**src/rtl/phase_sequencer.sv**
```systemverilog
// One-hot phase sequencer for the multi-cycle CPU. It steps FETCH..WB with a
// per-opcode phase set, and supports run, single-step, stall and an illegal-op trap.
module phase_sequencer #(
  parameter int CNT_W = 16
) (
  input  logic             clk,
  input  logic             reset,
  input  logic             run,
  input  logic             step,
  input  logic             stall,
  input  logic [5:0]       op,
  input  logic [5:0]       func,
  output logic [4:0]       p,
  output logic             busy,
  output logic             instr_done,
  output logic             illegal,
  output logic [CNT_W-1:0] instret
);

  typedef enum logic [2:0] {
    S_IDLE   = 3'd0,
    S_FETCH  = 3'd1,
    S_DECODE = 3'd2,
    S_EXEC   = 3'd3,
    S_MEM    = 3'd4,
    S_WB     = 3'd5,
    S_HALT   = 3'd6
  } state_t;

  state_t           state_r;
  state_t           state_nx_s;
  logic             oneshot_r;
  logic             oneshot_nx_s;
  logic [CNT_W-1:0] instret_r;
  logic [3:0]       cls_s;
  logic             last_s;
  logic             done_s;
  logic             active_s;

  // Phase set of an instruction: {legal, uses EXEC, uses MEM, uses WB}.
  function automatic logic [3:0] class_decode(input logic [5:0] o, input logic [5:0] f);
    logic [3:0] c;
    casez (o)
      6'b000000:         c = (f == 6'b001000) ? 4'b1000 : 4'b1101;
      6'b100011:         c = 4'b1111;
      6'b101011:         c = 4'b1110;
      6'b000100,
      6'b000101:         c = 4'b1100;
      6'b001???:         c = 4'b1101;
      6'b000010:         c = 4'b1000;
      6'b000011:         c = 4'b1001;
      default:           c = 4'b0000;
    endcase
    return c;
  endfunction

  assign cls_s = class_decode(op, func);

  // Next-state, one-shot flag and end-of-instruction detection.
  always_comb begin
    state_nx_s   = state_r;
    oneshot_nx_s = oneshot_r;
    last_s       = 1'b0;
    case (state_r)
      S_IDLE: begin
        if (run) begin
          state_nx_s   = S_FETCH;
          oneshot_nx_s = 1'b0;
        end else if (step) begin
          state_nx_s   = S_FETCH;
          oneshot_nx_s = 1'b1;
        end else begin
          state_nx_s   = S_IDLE;
        end
      end
      S_FETCH:  state_nx_s = S_DECODE;
      S_DECODE: begin
        if (!cls_s[3]) begin
          state_nx_s = S_HALT;
        end else if (cls_s[2]) begin
          state_nx_s = S_EXEC;
        end else if (cls_s[0]) begin
          state_nx_s = S_WB;
        end else begin
          last_s = 1'b1;
        end
      end
      S_EXEC: begin
        if (cls_s[1]) begin
          state_nx_s = S_MEM;
        end else if (cls_s[0]) begin
          state_nx_s = S_WB;
        end else begin
          last_s = 1'b1;
        end
      end
      S_MEM: begin
        if (cls_s[0]) begin
          state_nx_s = S_WB;
        end else begin
          last_s = 1'b1;
        end
      end
      S_WB:    last_s = 1'b1;
      S_HALT:  state_nx_s = S_HALT;
      default: state_nx_s = S_IDLE;
    endcase

    done_s = last_s && !stall;
    // A stalled last phase is not done; it simply holds like any other phase.
    if (done_s) begin
      state_nx_s   = (run && !oneshot_r) ? S_FETCH : S_IDLE;
      oneshot_nx_s = 1'b0;
    end else if (stall && active_s) begin
      state_nx_s   = state_r;
      oneshot_nx_s = oneshot_r;
    end else begin
      oneshot_nx_s = oneshot_nx_s;
    end
  end

  // Moore output decode of the state register.
  always_comb begin
    p        = 5'b00000;
    busy     = 1'b0;
    illegal  = 1'b0;
    active_s = 1'b0;
    case (state_r)
      S_FETCH:  begin p = 5'b00001; busy = 1'b1; active_s = 1'b1; end
      S_DECODE: begin p = 5'b00010; busy = 1'b1; active_s = 1'b1; end
      S_EXEC:   begin p = 5'b00100; busy = 1'b1; active_s = 1'b1; end
      S_MEM:    begin p = 5'b01000; busy = 1'b1; active_s = 1'b1; end
      S_WB:     begin p = 5'b10000; busy = 1'b1; active_s = 1'b1; end
      S_HALT:   illegal = 1'b1;
      default:  p = 5'b00000;
    endcase
  end

  assign instr_done = done_s;
  assign instret    = instret_r;

  // State, one-shot flag and retired-instruction counter.
  always_ff @(posedge clk or negedge reset) begin
    if (!reset) begin
      state_r   <= S_IDLE;
      oneshot_r <= 1'b0;
      instret_r <= {CNT_W{1'b0}};
    end else begin
      state_r   <= state_nx_s;
      oneshot_r <= oneshot_nx_s;
      if (done_s) begin
        instret_r <= instret_r + {{(CNT_W-1){1'b0}}, 1'b1};
      end else begin
        instret_r <= instret_r;
      end
    end
  end

endmodule

```
**config.mk**
```make
export PLATFORM = sky130hd
export DESIGN_NAME = phase_sequencer
export DESIGN_NICKNAME = d
export VERILOG_FILES = /design/src/rtl/phase_sequencer.sv
export SDC_FILE = /design/constraint.sdc
export NUM_CORES = 1
export LEC_CHECK = 0
export BUFFER_PORTS_ARGS = -buffer_cell sky130_fd_sc_hd__buf_2
export CORE_MARGIN = 3
export CORE_UTILIZATION = 40
export DETAILED_ROUTE_END_ITERATION = 8
export SLEW_MARGIN = 10
export SYNTH_ARGS = -nofsm -noshare
export SYNTH_HDL_FRONTEND = slang
export SYNTH_SLANG_ARGS = --single-unit
```
**constraint.sdc**
```tcl
create_clock -name clk -period 2.4 [get_ports clk]
set_input_delay 0.24 -clock clk [delete_from_list [all_inputs] [get_ports clk]]
set_output_delay 0.24 -clock clk [all_outputs]
set_load 0.005 [all_outputs]
```
Yosys cells after proc, flatten, opt, wreduce, memory -nomap -nowiden
Cells that the tools add are included.

storage, ports and cells
  register bits after elaboration = 20
  logic and storage cells = 58

operators by class
  add/subtract/negate cells = 1
  eq/ne operators = 16
  mux-type cells = 25
  reduce and logical (&&, ||, !) cells = 13

operators with widths
  kind                                                                   number
  4-bit case mux with 7 select lines                                     1
  5-bit case mux with 5 select lines                                     1
  3-bit two-way mux                                                      7
  3-bit case mux with 7 select lines                                     1
  16-bit by 1-bit adder with 16-bit output, second input constant        1
  1-bit two-way mux                                                      14
  6-bit by 2-bit equality test with 1-bit output, second input constant  2
  6-bit by 3-bit equality test with 1-bit output, second input constant  2
  6-bit equality test, second input constant                             2
  3-bit equality test, second input constant                             3
  3-bit by 1-bit equality test with 1-bit output, second input constant  2
  3-bit by 2-bit equality test with 1-bit output, second input constant  2
  6-bit by 4-bit equality test with 1-bit output, second input constant  1
  6-bit logical NOT                                                      1
  5-bit OR reduction                                                     1
  2-bit inequality test, second input constant                           2
  1-bit case mux with 4 select lines                                     1
  1-bit logical AND                                                      3
  3-bit logical NOT                                                      1
  3-bit AND reduction                                                    1
  3-bit nonzero test                                                     1
  1-bit logical NOT                                                      2
  2-bit AND reduction                                                    1
  2-bit nonzero test                                                     1
  2-bit OR reduction                                                     1

Logic depth before layout (Yosys ltp)
Gate-level depths: netlist of run 1.

  word-level depth = 10
  mapped depth = 8

Least setup slack after synthesis of run 1
No wires, ideal clock.

  path kind = input-to-reg
  start point = input op[2]
  end point = register instret_r[1], in the netlist instret[1]
  data arrival time = 1,931 ps
  required time = 2,275 ps
  path slack = 344 ps
  stages on the path = 6
  cells stage by stage = or4_4 > or3_1 > o211ai_2 > nand3_2 > inv_1 > mux2_2

on the way
  cells in the longest elaborated chain, start to end = 8
  elaborated cells on any way between the ends = 15
  classes of those cells = eq/ne (6); mux (6); reduce/logical (3)

ends and longest elaborated chain
  element                                         RTL line    RTL
  from (decl)                                     11          input logic [5:0] op,
  6-bit by 3-bit equality test with 1-bit output  43          casez (o)
  2-bit OR reduction                              43
  4-bit case mux with 7 select lines (*)          43
  1-bit two-way mux                               82, 91, 98
  1-bit two-way mux                               80          end else if (cls_s[2]) begin
  1-bit two-way mux                               78          if (!cls_s[3]) begin
  1-bit case mux with 4 select lines (*)          64          case (state_r)
  1-bit logical AND (*)                           109         done_s = last_s && !stall;
  named net instr_done                            15          output logic instr_done,
  to (signal assigned)                            147         instret_r <= {CNT_W{1'b0}};
  to (signal assigned)                            152         instret_r <= instret_r + {{(CNT_W-1){1'b0}}, 1'b1};
  to (signal assigned)                            154         instret_r <= instret_r;
  to (decl)                                       34          logic [CNT_W-1:0] instret_r;

Mark *: on every way through the listed nets, which the timed path passes. The rest lies on a longest branch.
A chain may end at the register's enable or synchronous reset.

Worst setup path in the final report of run 1
  start point = register state_r[0]
  end point = output instr_done

on the way
  cells in the longest elaborated chain, start to end = 3
  elaborated cells on any way between the ends = 6
  classes of those cells = eq/ne (4); mux (1); reduce/logical (1)

ends and longest elaborated chain
  element                                                                                RTL line  RTL
  from (decl)                                                                            30        state_t state_r;
  from (signal assigned)                                                                 149       state_r <= state_nx_s;
  3-bit equality test or 3-bit by 2-bit equality test with 1-bit output (tied branches)  64
  1-bit case mux with 4 select lines (*)                                                 64
  1-bit logical AND (*)                                                                  109
  to (decl)                                                                              15

Mark *: on every way between the ends. The rest lies on a longest branch, timed or not.

==> results.yml, run 1 <==
cts:
  clkTransAtPathRegs_ps: 120
  cts_max_level: 1
  numCtsBuffers: 3
  insertion_delay_ps: 300
  clockBufferDepth: 2
  cts.sinks: 20
  tritoncts: "built"
  cts_setup_buffers: 0
  root_buffer: "clkbuf_4"
drt:
  wl_per_cell_um: 13.1
  drc: 0
  dr.pass1.iters: 4
  ant_nets: 0
  vias: 1275
  via_per_inst: 5.29
  routed_wl_mm: 3.16
  drtIter0Drc: 42
power_and_ir_drop:
  finalPower_mw: 1.11
  power_density_nw_per_um2: 659
  peakVddDrop_mv: 0.294
  p_leak_nw: 0.745
worst_hold_path:
  hold_path.class: "primary input to flip-flop"
sta:
  whs_ps: 120
  period_share_pct: 93.5
  tightestPinTransition_ps: 439
  setup_viol_count_final: 0
  rsz0062_at_grt: "false"
  relSlewSlack_pct: 70.3
  fin_skew_ps: 10.3
  period_needed_ps: 2240
  hold_violations: 0
  setup_tns_ps: 0
  maxSlewViolCount: 0
  max_freq_mhz: 446
floorplanning:
  die_w_um: 63.6
  initial_core_util_pct: 42.8
  die_y_um: 63.6
  ioPinCount: 41
  rows: 20
  fp.coreArea_um2: 3100
  die_area_um2: 4050
logic_synthesis:
  ys_dominant_reg_cell: "dfrtp_1"
  async_flop_share_pct: 100
  syn_area_um2: 1330
  synth_edf_count: 0
  yosysWarnings: 0
  synth_area_leader_cell: "dfrtp_1"
  synth-compound-area-share_pct: 17.1
  synthSimpleGateAreaFrac_pct: 28.7
  synth_area_leaders: "dfrtp_1 38%, xor2_1 5.9%, nor3_2 5.3%"
  syn_area_per_cell_um2: 8.92
  synthXorXnorAreaFrac_pct: 9.89
  yosys_register_bits: 20
  synth_top_area_share_pct: 37.7
  ys_types: 42
  synthAdderAreaFrac_pct: 0.942
  syn_nets: 167
  synth_top_family_by_area: "simple AND/OR/NAND/NOR gates"
  syn_inst: 149
  ys_seq_area_share_pct: 37.7
  synthMuxAreaShare_pct: 0.847
final_layout:
  drive_gt1_share_pct: 32.5
  fillers: 313
  final_cell_area_um2: 1690
  synthToLayoutAreaGrowth_pct: 26.9
  finish.net_count: 216
  antenna_cells: 0
worst_setup_path:
  crit_fanout: 9
  slowest_delay_ps: 420
  critPathSlowestCell: "or3_1"
  cp-start-kind: "flip-flop"
  worstPathArrival_ps: 2000
  path_cells: "nand2b_1, or3_1, o211ai_2, nand3_4, inv_4, buf_2"
  end_kind: "primary output"
  worstSetupPathType: "flip-flop to primary output"
  crit_required_ps: 2160
placed_design:
  place_area_um2: 1610
  globalplace.congestion: 0.810
  port_buffers: 40
  hpwl_mm: 2.49
status:
  outcome: "finished, final reports clean"
global_route:
  grt_use_total_pct: 16.8
  grt_start_max_net_pins: 21
  antenna_found_initial: 0
  grt_pass1_wl_mm: 5.59
  grt_pass1_vias: 1278
  overflow: 0
run:
  max-cap-violations: 0
## metal layers
layer	global-route usage, %	up-vias	part of all wire (%)
met5	0	-	0
met4	3.23	0	1.1
met2	30.8	41	50
met1	21.0	592	45
met3	2.14	6	3.6
li1	-	636	-
## path summary, 6_finish.rpt
kind                        startpoint           to  slack [ps]  cells after the start
min                                run    oneshot_r         120                      2
max reg2reg                 state_r[0]   instret[9]         270                      7
max                         state_r[0]   instr_done         160                      6
max in group asynchronous        reset   state_r[2]        1680                      2
min in group asynchronous        reset   instret[3]         400                      2
min reg2reg                instret[15]  instret[15]         480                      1
## where the power goes
| part | switching [mW] | internal, mW |
|---|---|---|
| clock network | 0.106 | 0.169 |
| logic | 0.205 | 0.178 |
| registers | 0.0662 | 0.387 |
## stage by stage
step / utilization (%) / std cells / worst slack (ps)
2_1_floorplan: - / 149 / 344
3_3_place_gp: 52.0 / 236 / 91.6
3_5_place_dp: 52.0 / 236 / 16.5
4_1_cts: 54.0 / 241 / 3.35
5_1_grt: 54.4 / 241 / 16.9
6_report: 54.4 / 241 / 156
## cells in the final DEF, fill, tap and decap left out, types with 2 or more instances in the layout
master    synthesis  routed
nand3b_1          2       2
nand4_1           2       2
inv_1            11      10
nand2_1           8       8
or3_1             2       2
buf_2             0      40
nand2b_1          3       3
nand3_1           6       6
and3_1            2       2
nor3_1            6       6
nor4_1            2       2
a21oi_1           8       8
dfrtp_1          20      20
xnor2_1           6       6
xor2_1            9       9
nor2_1           12      12
o21ai_0          10      10
nor3_2            7       7
buf_4             0       7
a211oi_1          2       2
nor2b_1           3       3
o21bai_1          2       2
o211ai_1          3       3
clkbuf_4          0       3
## synth_stat cells, drive strengths merged (3+ instances only)
cell and number:
nand3 7, o211ai 4, a21oi 8, clkbuf 3, nor3 13, nand2b 3
o21ai 10, nor2 12, xor2 9, xnor2 6, nand2 8, dfrtp 20
inv 11, nor2b 3
## logic make-up after synthesis
group	Yosys count
flops	20
buf+inv	15
compound gates	34
mux	1
simple gates	63
xor+xnor	15
fa+ha+maj	1
## cell type report
class / instances / area [um2] / share of cell area, %
well taps: 44 / 55.1 / 3.26
clock inverters: 1 / 30.0 / 1.78
multi-input cells: 114 / 772 / 45.8
flip-flops and latches: 20 / 500 / 29.7
clock buffers: 3 / 22.5 / 1.34
repair buffers: 48 / 263 / 15.6
inverters: 11 / 43.8 / 2.60
## critical path: cells and delay by family (launching register included)
| kind | cells | cell delay (ps) |
|---|---|---|
| AND/OR/NAND/NOR | 3 | 840 |
| buffers and inverters | 2 | 240 |
| flip-flops | 1 | 390 |
| AO/OA/AOI/OAI | 1 | 230 |
## repair_timing
| item | CTS | global route |
|---|---|---|
| hold buffers | 1 | 0 |
| endpoints found under the setup margin | 0 | 1 |
| resized for setup | 0 | 3 |
| endpoints found under the hold margin | 20 | 0 |
## flip-flops by register name (all words and copies together), names as in the netlist
register and flops:
state_r 3, instret 16, oneshot_r 1
Note: power is estimated with default switching activity, not from simulation.
==> inputs of run 2 (changes only) <==
Settings changed: PLACE_DENSITY set to 0.71.
==> run 2 against run 1 <==
Net effect:
- setup slack improved by 55 ps
- flip-flop and latch count unchanged
- sequential share of layout area increased by 0.47 points
- global-route usage increased by 0.42 points
- maximum frequency increased by 2.5%
==> results.yml, run 2 (synthesis results as in run 1) <==
global_route:
  overflow: 0
  grt_pass1_wl_mm: 5.73
  grt_start_max_net_pins: 21
  antenna_found_initial: 0
  grt_use_total_pct: 17.2
  grt_pass1_vias: 1323
sta:
  maxSlewViolCount: 0
  fin_skew_ps: 8.09
  rsz0062_at_grt: "false"
  hold_violations: 0
  max_freq_mhz: 457
  period_share_pct: 91.2
  relSlewSlack_pct: 69.6
  setup_viol_count_final: 0
  period_needed_ps: 2190
  tightestPinTransition_ps: 449
  setup_tns_ps: 0
floorplanning:
  fp.coreArea_um2: 3100
  initial_core_util_pct: 42.8
  die_w_um: 63.6
  rows: 20
  die_y_um: 63.6
  die_area_um2: 4050
  ioPinCount: 41
worst_setup_path:
  critical-path-top-delay-family: "simple AND/OR/NAND/NOR gates"
  end_kind: "primary output"
  worstSetupPathType: "flip-flop to primary output"
  path_cells: "nand2b_1, or3_1, o211ai_2, nand3_2, inv_2, buf_2"
  worst-path-stages: 6
  cp-start-kind: "flip-flop"
  worstPathArrival_ps: 1950
  reg2reg_depth: 7
  crit_required_ps: 2160
  crit_fanout: 7
  critPathSlowestCell: "or3_1"
  cp.buffers_inverters: 2
  slowest_delay_ps: 410
final_layout:
  largest_register_ff_count: 16
  final_cell_area_um2: 1660
  antenna_cells: 0
  final_common_cell: "buf_2"
  ff_latch_area_um2: 500
  multi_input_area_um2: 764
  synthToLayoutAreaGrowth_pct: 25.0
  layout_common_cells: "40 x buf_2, 20 x dfrtp_1, 12 x nor2_1, 10 x inv_1, 10 x o21ai_0"
  drive_gt1_share_pct: 32.5
  fillers: 309
  finish.net_count: 216
  post-route-util_pct: 53.5
drt:
  via_per_inst: 5.29
  dr.pass1.iters: 4
  wl_per_cell_um: 13.5
  routed_wl_mm: 3.26
  drtIter0Drc: 43
  vias: 1276
  drc: 0
  ant_nets: 0
power_and_ir_drop:
  p_leak_nw: 0.740
  peakVddDrop_mv: 0.539
  power_density_nw_per_um2: 616
cts:
  cts.sinks: 20
  clockBufferDepth: 2
  clkTransAtPathRegs_ps: 110
  root_buffer: "clkbuf_4"
  cts_max_level: 1
  insertion_delay_ps: 300
  numCtsBuffers: 3
  tritoncts: "built"
placed_design:
  place_area_um2: 1610
  port_buffers: 40
  globalplace.congestion: 0.893
  hpwl_mm: 2.46
worst_hold_path:
  hold_path.class: "primary input to flip-flop"
  hold_depth: 2
run:
  max-cap-violations: 0
status:
  outcome: "finished, final reports clean"
## run 2: cell count changes in the layout (fill, tap and decap cells not counted)
cell / change
clkbuf_8: +1
nand3_4: -1
bufinv_16: -1
nand3_2: +1
inv_2: +1
inv_4: -1
## run 2: final cells by class
type | instances | share of cell area, %
Clock buffer | 4 | 2.19
Inverter | 11 | 2.49
Multi-Input combinational cell | 114 | 46.0
Sequential cell | 20 | 30.1
Tap cell | 44 | 3.32
Timing Repair Buffer | 48 | 15.8
## run 2: report_power, final
part	leakage [nW]	switching, mW	internal, mW
Clock	0.0210	0.104	0.0925
Sequential	0.236	0.0643	0.387
Combinational	0.483	0.197	0.177
Total	0.740	0.366	0.656
## run 2: what timing repair did
action                                 in CTS  in global routing
endpoints found under the hold margin      20                  0
setup endpoints to repair                   0                  1
resized for setup                           0                  1
buffers inserted                            0                  0
hold buffers                                1                  0
## run 2: worst paths after layout
kind                          endpoint   startpoint  slack [ps]
setup / recovery            instr_done   state_r[0]         210
hold / removal               oneshot_r          run         140
setup reg to reg           instret[10]   state_r[0]         310
hold reg to reg            instret[15]  instret[15]         470
max in group asynchronous   instret[0]        reset        1700
min in group asynchronous   instret[9]        reset         400
## run 2: layer usage
layer,wire length [um],up-vias,global-route usage (%)
met5,0,-,0
met4,21,0,4.31
met3,196,2,5.17
met2,1580,42,30.5
met1,1460,599,20.2
li1,-,633,-
## run 2: worst reg2reg max path, delay by kind of cell, from the launching register on
family | cells | cell delay [ps]
buffers and inverters | 1 | 230
AOI/OAI and AO/OA | 1 | 190
xor gates and xnor gates | 1 | 180
and+or+nand+nor | 4 | 1060
DFF | 1 | 390
## run 2: per-stage QoR
stage	worst slack, ps	power (mW)	instances	hold WS [ps]
final	211	1.02	241	138
after global routing	45.6	1.11	241	148
after CTS	153	1.03	241	131
after detailed placement	63.5	0.829	236	207
after global placement	113	0.819	236	202
after floorplan	344	0.676	149	-55.6
